--- config.mk ---
export PLATFORM = sky130hd
export DESIGN_NAME = sipo_frame_ctrl
export DESIGN_NICKNAME = d
export VERILOG_FILES = /design/src/rtl/sipo_frame_ctrl.sv
export SDC_FILE = /design/constraint.sdc
export NUM_CORES = 1
export LEC_CHECK = 0
export ABC_AREA = 1
export ABC_CLOCK_PERIOD_IN_PS = 1300
export BUFFER_PORTS_ARGS = -buffer_cell sky130_fd_sc_hd__buf_2
export CORE_AREA = 2 2 39 41
export CTS_BUF_LIST = sky130_fd_sc_hd__clkbuf_4 sky130_fd_sc_hd__clkbuf_8 sky130_fd_sc_hd__clkbuf_16
export DETAILED_ROUTE_END_ITERATION = 12
export DIE_AREA = 0 0 41 43
export GPL_TIMING_DRIVEN = 1
export HOLD_SLACK_MARGIN = 0.08
export PLACE_DENSITY_LB_ADDON = 0.12
export SETUP_SLACK_MARGIN = 0.3
export SYNTH_ARGS = -nofsm -noshare
export SYNTH_HDL_FRONTEND = slang
export SYNTH_SLANG_ARGS = --single-unit
export TNS_END_PERCENT = 1
--- constraint.sdc ---
create_clock -name clk -period 1.3 [get_ports clk]
set_clock_uncertainty 0.15 [all_clocks]
set_input_delay 0.065 -clock clk [delete_from_list [all_inputs] [get_ports clk]]
set_output_delay 0.065 -clock clk [all_outputs]
set_load 0.03 [all_outputs]
--- src/rtl/sipo_frame_ctrl.sv ---
// sipo_frame_ctrl: start-bit framed serial-in/parallel-out capture with a
// valid/ready word output and sticky back-pressure overrun flag.
// Optional even-parity trailer bit enabled by defining SIPO_PARITY_EN.
module sipo_frame_ctrl #(
  parameter int unsigned WIDTH     = 4,
  parameter bit          MSB_FIRST = 1'b1
) (
  input  logic             clk,
  input  logic             rst,
  input  logic             en,
  input  logic             sin,
  input  logic             sin_valid,
  output logic [WIDTH-1:0] out_data,
  output logic             out_valid,
  input  logic             out_ready,
  output logic             busy,
  output logic             overrun,
  output logic             parity_err
);

  localparam int unsigned CW = (WIDTH > 1) ? $clog2(WIDTH) : 1;
  localparam logic [CW-1:0] LAST_IDX = CW'(WIDTH - 1);

`ifdef SIPO_PARITY_EN
  typedef enum logic [1:0] {IDLE = 2'd0, SHIFT = 2'd1, PARITY = 2'd2, HOLD = 2'd3} state_t;
`else
  typedef enum logic [1:0] {IDLE = 2'd0, SHIFT = 2'd1, HOLD = 2'd3} state_t;
`endif

  state_t           r_state, w_state;
  logic [CW-1:0]    r_cnt, w_cnt;
  logic [WIDTH-1:0] r_sh, w_sh;
  logic [WIDTH-1:0] r_data, w_data;
  logic             r_valid, w_valid;
  logic             r_ovr, w_ovr;
  logic             r_perr, w_perr;
  logic [WIDTH-1:0] w_sh_shift;
  logic             w_start;

  // Shift register contents after accepting the current serial bit
  assign w_sh_shift = MSB_FIRST ? {r_sh[WIDTH-2:0], sin} : {sin, r_sh[WIDTH-1:1]};
  assign w_start    = sin_valid & sin & en;

  // State and datapath registers, synchronous reset
  always_ff @(posedge clk) begin
    if (rst) begin
      r_state <= IDLE;
      r_cnt   <= '0;
      r_sh    <= '0;
      r_data  <= '0;
      r_valid <= 1'b0;
      r_ovr   <= 1'b0;
      r_perr  <= 1'b0;
    end else begin
      r_state <= w_state;
      r_cnt   <= w_cnt;
      r_sh    <= w_sh;
      r_data  <= w_data;
      r_valid <= w_valid;
      r_ovr   <= w_ovr;
      r_perr  <= w_perr;
    end
  end

  // Next-state and next-datapath logic
  always_comb begin
    w_state = r_state;
    w_cnt   = r_cnt;
    w_sh    = r_sh;
    w_data  = r_data;
    w_valid = r_valid;
    w_ovr   = r_ovr;
    w_perr  = r_perr;
    case (r_state)
      IDLE: begin
        if (w_start) begin
          w_state = SHIFT;
          w_cnt   = '0;
        end
      end
      SHIFT: begin
        if (!en) begin
          w_state = IDLE;
          w_cnt   = '0;
        end else if (sin_valid) begin
          w_sh = w_sh_shift;
          if (r_cnt == LAST_IDX) begin
            w_cnt = '0;
`ifdef SIPO_PARITY_EN
            w_state = PARITY;
`else
            w_data  = w_sh_shift;
            w_valid = 1'b1;
            w_state = HOLD;
`endif
          end else begin
            w_cnt = r_cnt + CW'(1);
          end
        end
      end
`ifdef SIPO_PARITY_EN
      PARITY: begin
        if (!en) begin
          w_state = IDLE;
          w_cnt   = '0;
        end else if (sin_valid) begin
          w_data  = r_sh;
          w_valid = 1'b1;
          w_perr  = (^r_sh) ^ sin;
          w_state = HOLD;
        end
      end
`endif
      HOLD: begin
        if (r_valid && out_ready) begin
          w_valid = 1'b0;
          w_perr  = 1'b0;
          w_cnt   = '0;
          // A start bit on the handshake edge begins the next frame immediately
          w_state = w_start ? SHIFT : IDLE;
        end else if (sin_valid) begin
          w_ovr = 1'b1;
        end
      end
      default: begin
        w_state = IDLE;
      end
    endcase
  end

  assign out_data   = r_data;
  assign out_valid  = r_valid;
  assign overrun    = r_ovr;
  assign parity_err = r_perr;
  assign busy       = (r_state != IDLE);

endmodule

Yosys cells after proc, flatten, opt, wreduce, memory -nomap -nowiden
Cells that the tools add are included.
Operators by class
  add/sub/neg operators: 1
  equality and inequality tests: 10
  muxes and demuxes: 18
  bitwise logic cells: 3
  reductions and logical operators: 11
Operators with widths (number)
  $mux 2: 10
  $pmux 2 s3: 2
  $reduce_and 4->1: 3
  $ne 2x2->1 const B: 5
  $ne 3x3->1 const B: 2
  $reduce_and 3->1: 2
  $mux 1: 5
  $reduce_and 5->1: 1
  $eq 2x2->1 const B: 2
  $reduce_bool 2->1: 2
  $reduce_bool 3->1: 1
  $add 2x1->2 const B: 1
  $and 1x1->1: 2
  $eq 2x1->1 const B: 1
  $logic_not 2->1: 1
  $pmux 1 s2: 1
  $logic_and 1x1->1: 1
  $not 1->1: 1
Storage, ports and cells
  register bits: 13
  input port bits: 6
  output and inout port bits: 8
  logic and storage cells: 49

Longest topological paths before layout
Gate-level depths: netlist of the first run.
  depth after elaboration: 5
  gate-level depth with buffers: 7
  mapped depth without buffers: 7

Worst setup path before layout of the first run
No wires, ideal clock.
  path type: reg2reg
  from: reg r_state[0]
  to: reg r_state[0]
  setup time: 0.118 ns
  arrival: 0.978 ns
  required time: 1.032 ns
  setup slack: 0.055 ns
  cell stages (with the launch flop): 6
  buffers on the path: 0
  clock period less this slack: 1.245 ns
  cell sequence: dfxtp_1 -> nor2_1 -> inv_1 -> o21ai_1 -> nor2_1 -> a21oi_1
Between the ends
  word-level cells in the longest chain between the ends: 3
  elaborated cells on any way between the ends: 9
  classes of those cells: 6 x eq/ne; 1 x mux; 2 x reduce/logical
RTL lines
  start: declaration: RTL line 30  | state_t r_state, w_state;
  start signal: assignment: RTL line 55  | r_state <= w_state;
  $eq 2x1->1, or another cell as far along: RTL line 74  | case (r_state)
  $ne 3x3->1 (no source line) or $ne 2x2->1 (tied branches)
  $reduce_and 4->1 (no source line)
Parallel ways exist; a longest one is shown, timed or not.
A chain may end at the register's enable or synchronous reset.

Worst setup path in the final report of the first run
  from: reg r_state[1]
  to: reg r_data[0], in the netlist out_data[0]
Between the ends
  word-level cells in the longest chain between the ends: 2
RTL lines
  $eq 2x1->1: RTL line 74
  $reduce_and 4->1 (no source line)
  end signal: assignment: RTL line 58  | r_data <= w_data;
  end: declaration: RTL line 33  | logic [WIDTH-1:0] r_data, w_data;
Every way passes these cells.

==> impl_metrics.yaml, run 1 <==
status:
  outcome: "complete, but fails checks"
  violations: "hold timing"
logic_synthesis:
  synthTopCellsByArea: "dfxtp_1 42%, nor2_1 13%, nand2_1 11%"
  synth_common_cells: "22 x nor2_1, 18 x nand2_1, 13 x dfxtp_1, 7 x inv_1, 6 x a21oi_1"
  synth_compound_area_share_pct: 11.98
  synth-seq-area-share_pct: 41.52
  synth_top_area_share_pct: 41.52
  synth-simple-area-share_pct: 36.53
  synth-warning-count: 0
  ys_ff_latch: 13
  synth_top_family_by_area: "simple AND/OR/NAND/NOR gates"
  synth_nets: 96
  synth.distinct_cells: 18
  yosysMostFrequentCell: "nor2_1"
  syn_area_per_cell_um2: 7.043
  synthXorXnorAreaFrac_pct: 0
  muxShareOfSynthArea_pct: 0
  synth.largest_area_cell: "dfxtp_1"
  synth_area_um2: 626.9
  synth_edf_count: 0
  synth_top_flop_cell: "dfxtp_1"
  synth_cells: 89
  synth_fa_ha_area_share_pct: 1.996
  synthArstFlopShare_pct: 0
flow_run:
  cap_violations: 0
cells_and_area:
  drive_gt1_share_pct: 35.71
  nNetsFinal: 120
  n_antenna_cell: 0
  fillers: 132
  multi_input_area_um2: 364.1
  regArea_um2: 272.8
  areaGrowthSynthToFinish_pct: 37.33
  finalNonFillerCells: 128
timing:
  rsz0062_at_grt: "true"
  fin_setup_tns_ps: 0
  hold_viol_final: 2
  fin_crit_ps: 1210
  slew_viol_final: 0
  setup_viol: 0
  fin_hold_ws_ps: -21.25
  fmax_ghz: 0.8262
  finalCritPeriodShare_pct: 93.10
route:
  routed-wl-met3_um: 56
  drc: 0
  drtPass1Iterations: 4
  wl_per_cell_um: 10.23
  top_layer: "met4"
  antenna_left: 0
  vias_per_cell: 4.781
  wl_um: 1310
  num_vias: 612
  m1WireLength_um: 676
  first_iter_violations: 5
  dr_wl_met2_um: 560
cts:
  cts_made_buffers: 3
  htreeDepth: 1
  clock_path_buffers: 2
  root_buffer: "clkbuf_4"
  worstSkewPairLatency_ps: 280
  tritoncts: "yes"
  cts.sinks: 13
  path_clk_slew_ps: 80
floorplanning:
  rows: 14
  pin_count: 14
  die_h_um: 43
  die_x_um: 41
  dieArea_um2: 1763
  coreArea_um2: 1384
  initial_core_util_pct: 45.30
power:
  peakVddDrop_v: 0.0004295
  p_leak_nw: 0.4165
  powerDensity_nw_per_um2: 915.8
  total_power_mw: 0.7884
setup_path:
  reg2reg_slack_ps: 90
  worstPathCellList: "inv_4 > nand2_8 > nor2_8 > nand2_4 > clkinv_4 > nor2_2 > nor2_1"
  cp.required_ps: 1320
  reg2reg_from: "r_state[1]"
  worstPathArrival_ps: 1230
  reg2reg_depth: 7
  max_stage_delay_ps: 400
  crit_path_end_kind: "register"
  start_kind: "register"
  critPathMaxFanout: 7
  path_class: "register to register"
  regToRegEndpoint: "out_data[0]"
  critPathSlowestCell: "dfxtp_4"
place:
  place_inst: 116
  post-dp-hpwl_um: 900.7
  place.gp.congestion: 0.7264
  portBuffers: 12
global_routing:
  grt-ovfl-total: 0
  grt_usage_pct: 18.03
  grt_max_degree: 9
  grt_pass1_wl_um: 2090
  antenna_found_initial: 0
  grt_pass1_vias: 457
worst_hold_path:
  hold_start: "out_ready"
  min_to: "overrun"
  hold_depth: 4
  hp-class: "primary input to register"
==> stage by stage <==
| stage | instance area [um2] | setup slack [ps] | utilization, % | hold WS [ps] |
|---|---|---|---|---|
| after floorplan | 638.1 | 215.0 | - | -23.35 |
| after global routing | 860.8 | 37.14 | 62.21 | -0.7377 |
| after global placement | 710.7 | 118.6 | 51.36 | 159.4 |
| after CTS | 798.3 | 111.9 | 57.69 | -98.26 |
| final | 860.8 | 89.65 | 62.21 | -21.25 |
| after detailed placement | 710.7 | 114.4 | 51.36 | 153.4 |
==> power by group <==
group          total, mW  leakage [nW]  switching, mW  internal (mW)
Clock              0.271        0.0184          0.131          0.140
Sequential         0.411         0.108        0.00977          0.401
Combinational      0.106         0.290         0.0621         0.0442
==> layout make-up <==
type | count | share of cell area [%]
sequential | 13 | 31.69
timing repair buffer | 20 | 15.41
clock buffer | 4 | 3.488
inverter | 9 | 4.797
multi-input combinational | 66 | 42.30
tap | 16 | 2.326
==> metal layers <==
layer	track usage (%)	up-vias
li1	-	330
met1	27.15	265
met2	20.63	14
met3	7.853	3
met4	10.00	0
met5	0	-
==> logic make-up after synthesis <==
kind of cell             after synthesis
other                                  1
flip-flops                            13
buffers and inverters                 10
AND/OR/NAND/NOR                       49
AO/OA/AOI/OAI                         15
adder cells (fa/ha/maj)                1
==> layout by cell type (no fill, tap or decap) <==
cell	count
o21ai_0	4
nor2_2	4
conb_1	1
nand3_2	2
dfxtp_2	1
o21ai_1	5
nor3_1	1
dfxtp_1	9
clkbuf_4	4
nor2_4	2
nor2_8	1
nor2_1	16
nand4_1	1
nand2_8	1
ha_2	1
nand3_1	2
inv_4	1
buf_2	11
inv_1	6
dfxtp_4	3
clkinv_4	1
inv_2	1
a21oi_1	6
buf_4	5
nand2_4	1
nand2_1	17
nand2_2	1
dlygate4sd3_1	4
==> flip-flops by register name (all words and copies together) (netlist names) <==
| name | cells |
|---|---|
| out_data | 4 |
| r_sh | 3 |
| r_state | 2 |
| r_cnt | 2 |
| overrun | 1 |
| out_valid | 1 |
==> critical path: cells and delay by family (launching register included) <==
family / cells / cell delay [ps]
flip-flops: 1 / 400
buffers and inverters: 2 / 150
AND/OR/NAND/NOR: 5 / 390
==> repair_timing <==
item	CTS	global route
endpoints found under the hold margin	9	11
buffers inserted	2	2
pin swaps	1	6
gates resized for setup	4	11
endpoints found under the setup margin	19	20
hold buffers	3	1
==> worst max path at each step <==
stage	from	to	slack, ps
after floorplan	r_state[1]	out_data[0]	220
after global placement	r_state[1]	out_data[1]	120
after detailed placement	r_state[1]	out_data[1]	110
after CTS	r_state[1]	out_data[0]	110
after global routing	r_state[1]	out_data[0]	40
final	r_state[1]	out_data[0]	90
Note: power is estimated with default switching activity, not from simulation.
==> run 2, diff against run 1 <==
==> constraint.sdc (replaced) <==
create_clock -name clk -period 1.3 [get_ports clk]
set_clock_uncertainty 0.15 [all_clocks]
set_input_delay 0.13 -clock clk [delete_from_list [all_inputs] [get_ports clk]]
set_output_delay 0.13 -clock clk [all_outputs]
set_load 0.02 [all_outputs]
==> impl_metrics.yaml, run 2 (synthesized netlist as in run 1, its figures left out) <==
status:
  outcome: "completed"
floorplanning:
  pin_count: 14
  coreArea_um2: 1384
  die_h_um: 43
  rows: 14
  initial_core_util_pct: 45.30
  dieArea_um2: 1763
  die_x_um: 41
place:
  post-dp-hpwl_um: 959.4
  place.gp.congestion: 0.7579
  portBuffers: 12
setup_path:
  worstPathArrival_ps: 950
  critPathSlowestCell: "dfxtp_4"
  cp_num_buf_inv: 2
  worstPathCellList: "nor2_4 > inv_2 > buf_6"
  crit_path_end_kind: "output pin"
  max_stage_delay_ps: 380
  path_delay_family: "flip-flops"
  start_kind: "register"
  critPathMaxFanout: 7
  path_class: "register to output pin"
  cp.required_ps: 1020
  reg2reg_slack_ps: 120
route:
  vias_per_cell: 4.800
  antenna_left: 0
  drc: 0
  first_iter_violations: 15
  drtPass1Iterations: 4
  wl_per_cell_um: 10.48
  num_vias: 600
  wl_um: 1310
cts:
  root_buffer: "clkbuf_4"
  worstSkewPairLatency_ps: 280
  clock_path_buffers: 2
  htreeDepth: 1
  cts_made_buffers: 3
  cts.sinks: 13
  path_clk_slew_ps: 80
  tritoncts: "yes"
worst_hold_path:
  hp-class: "primary input to register"
flow_run:
  cap_violations: 0
power:
  powerDensity_nw_per_um2: 927.0
  total_power_mw: 0.7702
  net-switching-power_mw: 0.2097
  p_int_mw: 0.5605
  power_frac_seq_pct: 53.4
  p_clk_share_pct: 32.9
  swShare_pct: 27.22
  combPwrFrac_pct: 13.7
  peakVddDrop_v: 0.0006553
  p_leak_nw: 0.3945
timing:
  setup_viol: 0
  rsz0062_at_grt: "true"
  fmax_ghz: 0.8127
  slew_viol_final: 0
  finalCritPeriodShare_pct: 94.65
  hold_viol_final: 0
  fin_setup_tns_ps: 0
  fin_crit_ps: 1230
cells_and_area:
  multi_input_area_um2: 360.3
  fillers: 144
  largest_reg_flops: 4
  areaGrowthSynthToFinish_pct: 32.54
  final_common_cell: "nor2_1"
  drive_gt1_share_pct: 32.11
  nNetsFinal: 117
  final_cell_mix: "20 x nor2_1, 15 x nand2_1, 11 x buf_2, 10 x dfxtp_1"
  regArea_um2: 269.0
  n_antenna_cell: 0
global_routing:
  grt-ovfl-total: 0
  grt_usage_pct: 17.14
  grt_max_degree: 9
  antenna_found_initial: 0
  grt_pass1_vias: 526
  grt_pass1_wl_um: 2028
run 2: power by group through the flow:
stage / registers, mW / logic [mW] / clock network (mW)
final: 0.411 / 0.105 / 0.253
after global routing: 0.413 / 0.118 / 0.278
after CTS: 0.411 / 0.0952 / 0.259
after detailed placement: 0.422 / 0.0816 / 0
after global placement: 0.422 / 0.0806 / 0
after floorplan: 0.421 / 0.0592 / 0
run 2: final cells by class:
cell class / count / area share (%)
clock buffers: 3 / 2.711
clock inverters: 1 / 0.6024
inverters: 9 / 4.669
multi-input cells: 66 / 43.37
flip-flops and latches: 13 / 32.38
well taps: 16 / 2.410
repair buffers: 17 / 13.86
run 2: repair_timing:
action | CTS | global route
hold buffers | 2 | 1
pin swaps | 1 | 3
endpoints found under the setup margin | 19 | 19
endpoints found under the hold margin | 6 | 1
gates resized for setup | 5 | 8
setup buffers | 2 | 0
run 2: final timing paths:
| check | startpoint | end | cells past startpoint |
|---|---|---|---|
| worst max-delay path | r_state[1] | busy | 3 |
| worst min-delay path | out_ready | overrun | 4 |
| worst max register to register | r_state[0] | r_cnt[0] | 7 |
| worst min register to register | overrun | overrun | 2 |
run 2: worst min-delay path, stage by stage:
cell,delay [ps]
buf_2,110
nand2_1,70
nand4_1,80
a21oi_1,60
run 2: per-stage QoR:
stage               worst slack, ps  hold slack (ps)  instances  area [um2]  utilization, %
finish                        69.50            61.84        125       830.8           60.04
global route                  26.22            73.95        125       830.8           60.04
CTS                           75.69            12.89        124       787.0           56.87
detailed placement            120.9            239.2        116       708.2           51.18
global placement              139.0            230.3        116       708.2           51.18
floorplan                     216.1            41.65         89       635.6               -
run 2: layer usage:
layer  share of wire [%]  up-vias  global-route usage [%]
li1                    -      325                       -
met1                  46      254                   21.17
met2                  46       16                   25.31
met3                 5.6        5                   3.141
met4                 2.6        0                   12.00
met5                   0        -                       0
==> run 3, diff against run 2 <==
Settings changed: ABC_AREA 1 to default, CORE_AREA 2 2 39 41 to default, CORE_UTILIZATION from default to 38, DIE_AREA 0 0 41 43 to default.
==> impl_metrics.yaml, run 3 <==
logic_synthesis:
  syn_area_per_cell_um2: 8.705
  synth.distinct_cells: 25
  synth_nets: 77
  synth_top_flop_cell: "dfxtp_1"
  synth_area_um2: 609.3
  synthArstFlopShare_pct: 0
  synth.largest_area_cell: "dfxtp_1"
  synth_edf_count: 0
  yosysMostFrequentCell: "dfxtp_1"
  synth_cells: 70
  synth-warning-count: 0
  synth_top_area_share_pct: 42.71
  synthTopCellsByArea: "dfxtp_1 43%, a21oi_1 6.6%, nand3_1 5.7%"
  synth_common_cells: "13 x dfxtp_1, 9 x nand2_1, 8 x a21oi_1, 7 x nand3_1"
  synth-seq-area-share_pct: 42.71
  ys_ff_latch: 13
floorplanning:
  rows: 14
  coreArea_um2: 1506
  dieArea_um2: 1768
  pin_count: 14
  die_x_um: 42.05
  initial_core_util_pct: 40.45
  die_h_um: 42.05
timing:
  fmax_ghz: 0.8176
  rsz0062_at_grt: "true"
  finalCritPeriodShare_pct: 94.08
  fin_crit_ps: 1223
  setup_viol: 0
  hold_viol_final: 0
  slew_viol_final: 0
  fin_setup_tns_ps: 0
global_routing:
  antenna_found_initial: 0
  grt_max_degree: 14
  grt-ovfl-total: 0
  gr-max-usage-layer: "met2"
  grt_util_met1_pct: 17.89
  grtUsageMet2_pct: 29.69
  grt_pass1_wl_um: 2194
  grt_usage_pct: 17.01
  gr-usage-met3_pct: 7.759
  grt_pass1_vias: 530
worst_hold_path:
  hold_depth: 3
  hold_start: "rst"
  min_to: "r_sh[0]"
  hp-class: "primary input to register"
power:
  peakVddDrop_v: 0.0006241
  powerDensity_nw_per_um2: 957.9
  p_leak_nw: 0.3224
route:
  drc: 0
  first_iter_violations: 11
  antenna_left: 0
  wl_um: 1320
  wl_per_cell_um: 12.69
  vias_per_cell: 5.346
  num_vias: 556
  drtPass1Iterations: 4
cells_and_area:
  regArea_um2: 267.8
  final_cell_mix: "11 x buf_2, 11 x dfxtp_1, 9 x nand2_1, 8 x a21oi_1, 7 x nand3_1"
  n_antenna_cell: 0
  nNetsFinal: 96
  finalNonFillerCells: 104
  largest_reg_flops: 4
  fillers: 153
  areaGrowthSynthToFinish_pct: 26.08
  drive_gt1_share_pct: 31.82
  multi_input_area_um2: 317.8
setup_path:
  critPathMaxFanout: 7
  path_class: "register to register"
  reg2reg_slack_ps: 80
  cp_num_buf_inv: 0
  crit_path_end_kind: "register"
  worstPathArrival_ps: 1240
  critPathSlowestCell: "dfxtp_4"
  reg2reg_depth: 3
  reg2reg_from: "r_state[1]"
  regToRegEndpoint: "out_valid"
  worstPathCellList: "and4b_2 > a21o_1 > and3b_1"
  path_delay_family: "simple AND/OR/NAND/NOR gates"
  max_stage_delay_ps: 400
  start_kind: "register"
  cp.required_ps: 1320
place:
  place_inst: 97
  place.gp.congestion: 0.7561
  portBuffers: 12
cts:
  worstSkewPairLatency_ps: 270
  cts.sinks: 13
  htreeDepth: 1
  path_clk_slew_ps: 80
  cts_made_buffers: 3
  root_buffer: "clkbuf_4"
  tritoncts: "yes"
  clock_path_buffers: 2
flow_run:
  cap_violations: 0
status:
  outcome: "completed"
## run 3: changes by cell type in the layout (fill, tap and decap cells not counted), moves of 3 or more
cell / previous run / this run
inv_1: 6 / 2
nand2_1: 15 / 9
nand2_2: 3 / 0
nand2b_1: 0 / 4
nand3_1: 2 / 7
nor2_1: 20 / 1
o21ai_1: 5 / 2
## run 3: area by class of cell
type / instances / area share, %
multi-input cells: 50 / 41.37
flip-flops and latches: 13 / 34.85
inverters: 3 / 1.466
clock buffers: 4 / 3.909
repair buffers: 18 / 15.80
well taps: 16 / 2.606
## run 3: logic make-up (layout without fill, tap and decap cells)
family          count (synthesis)  count (layout)  synth area share (%)
simple gates                   28              29                 25.26
mux                             2               2                 3.286
flops                          13              13                 42.71
buf+inv                         8              25                 9.240
other cells                     1               1                0.6154
compound gates                 17              17                 16.84
fa+ha+maj                       1               1                 2.053
## run 3: metal layers
| metal | wire (um) | up-vias |
|---|---|---|
| li1 | - | 286 |
| met4 | 10 | 0 |
| met3 | 45 | 2 |
| met2 | 647 | 10 |
| met5 | 0 | - |
| met1 | 616 | 258 |
## run 3: worst max-delay path by stage
stage               startpoint          end  depth (start not counted)
floorplan           r_state[1]    out_valid                          5
global placement    r_state[0]  out_data[2]                          3
detailed placement  r_state[0]    out_valid                          3
CTS                 r_state[1]    out_valid                          3
global route        r_state[0]     r_cnt[1]                          4
finish              r_state[1]    out_valid                          3
## run 3: timing repair
action	CTS	global route
cloned	1	0
pin swaps	2	2
resized for setup	12	2
setup endpoints to repair	19	20
setup buffers	1	0
hold endpoints to repair	10	4
## run 3: worst min-delay path, cell delays in order
cell     delay (ps)
buf_2            80
buf_4           170
a21oi_1          50
## run 3: through the flow
step / util (%) / cell area [um2] / setup WS (ps) / hold WS [ps] / power, mW
after global routing: 51.00 / 768.2 / 26.48 / 72.92 / 0.7678
after global placement: 44.85 / 675.6 / 41.51 / 276.7 / 0.4637
after floorplan: - / 610.6 / 33.24 / 116.0 / 0.4464
after CTS: 50.08 / 754.5 / 80.98 / -25.28 / 0.7383
after detailed placement: 44.85 / 675.6 / -1.741 / 270.8 / 0.4635
final: 51.00 / 768.2 / 76.92 / 59.27 / 0.7359
## run 3: report_power, final
part / internal, mW / switching (mW) / leakage, nW / total, mW
combinational: 0.0287 / 0.0337 / 0.198 / 0.0624
sequential: 0.397 / 0.00500 / 0.106 / 0.402
clock: 0.140 / 0.131 / 0.0184 / 0.271
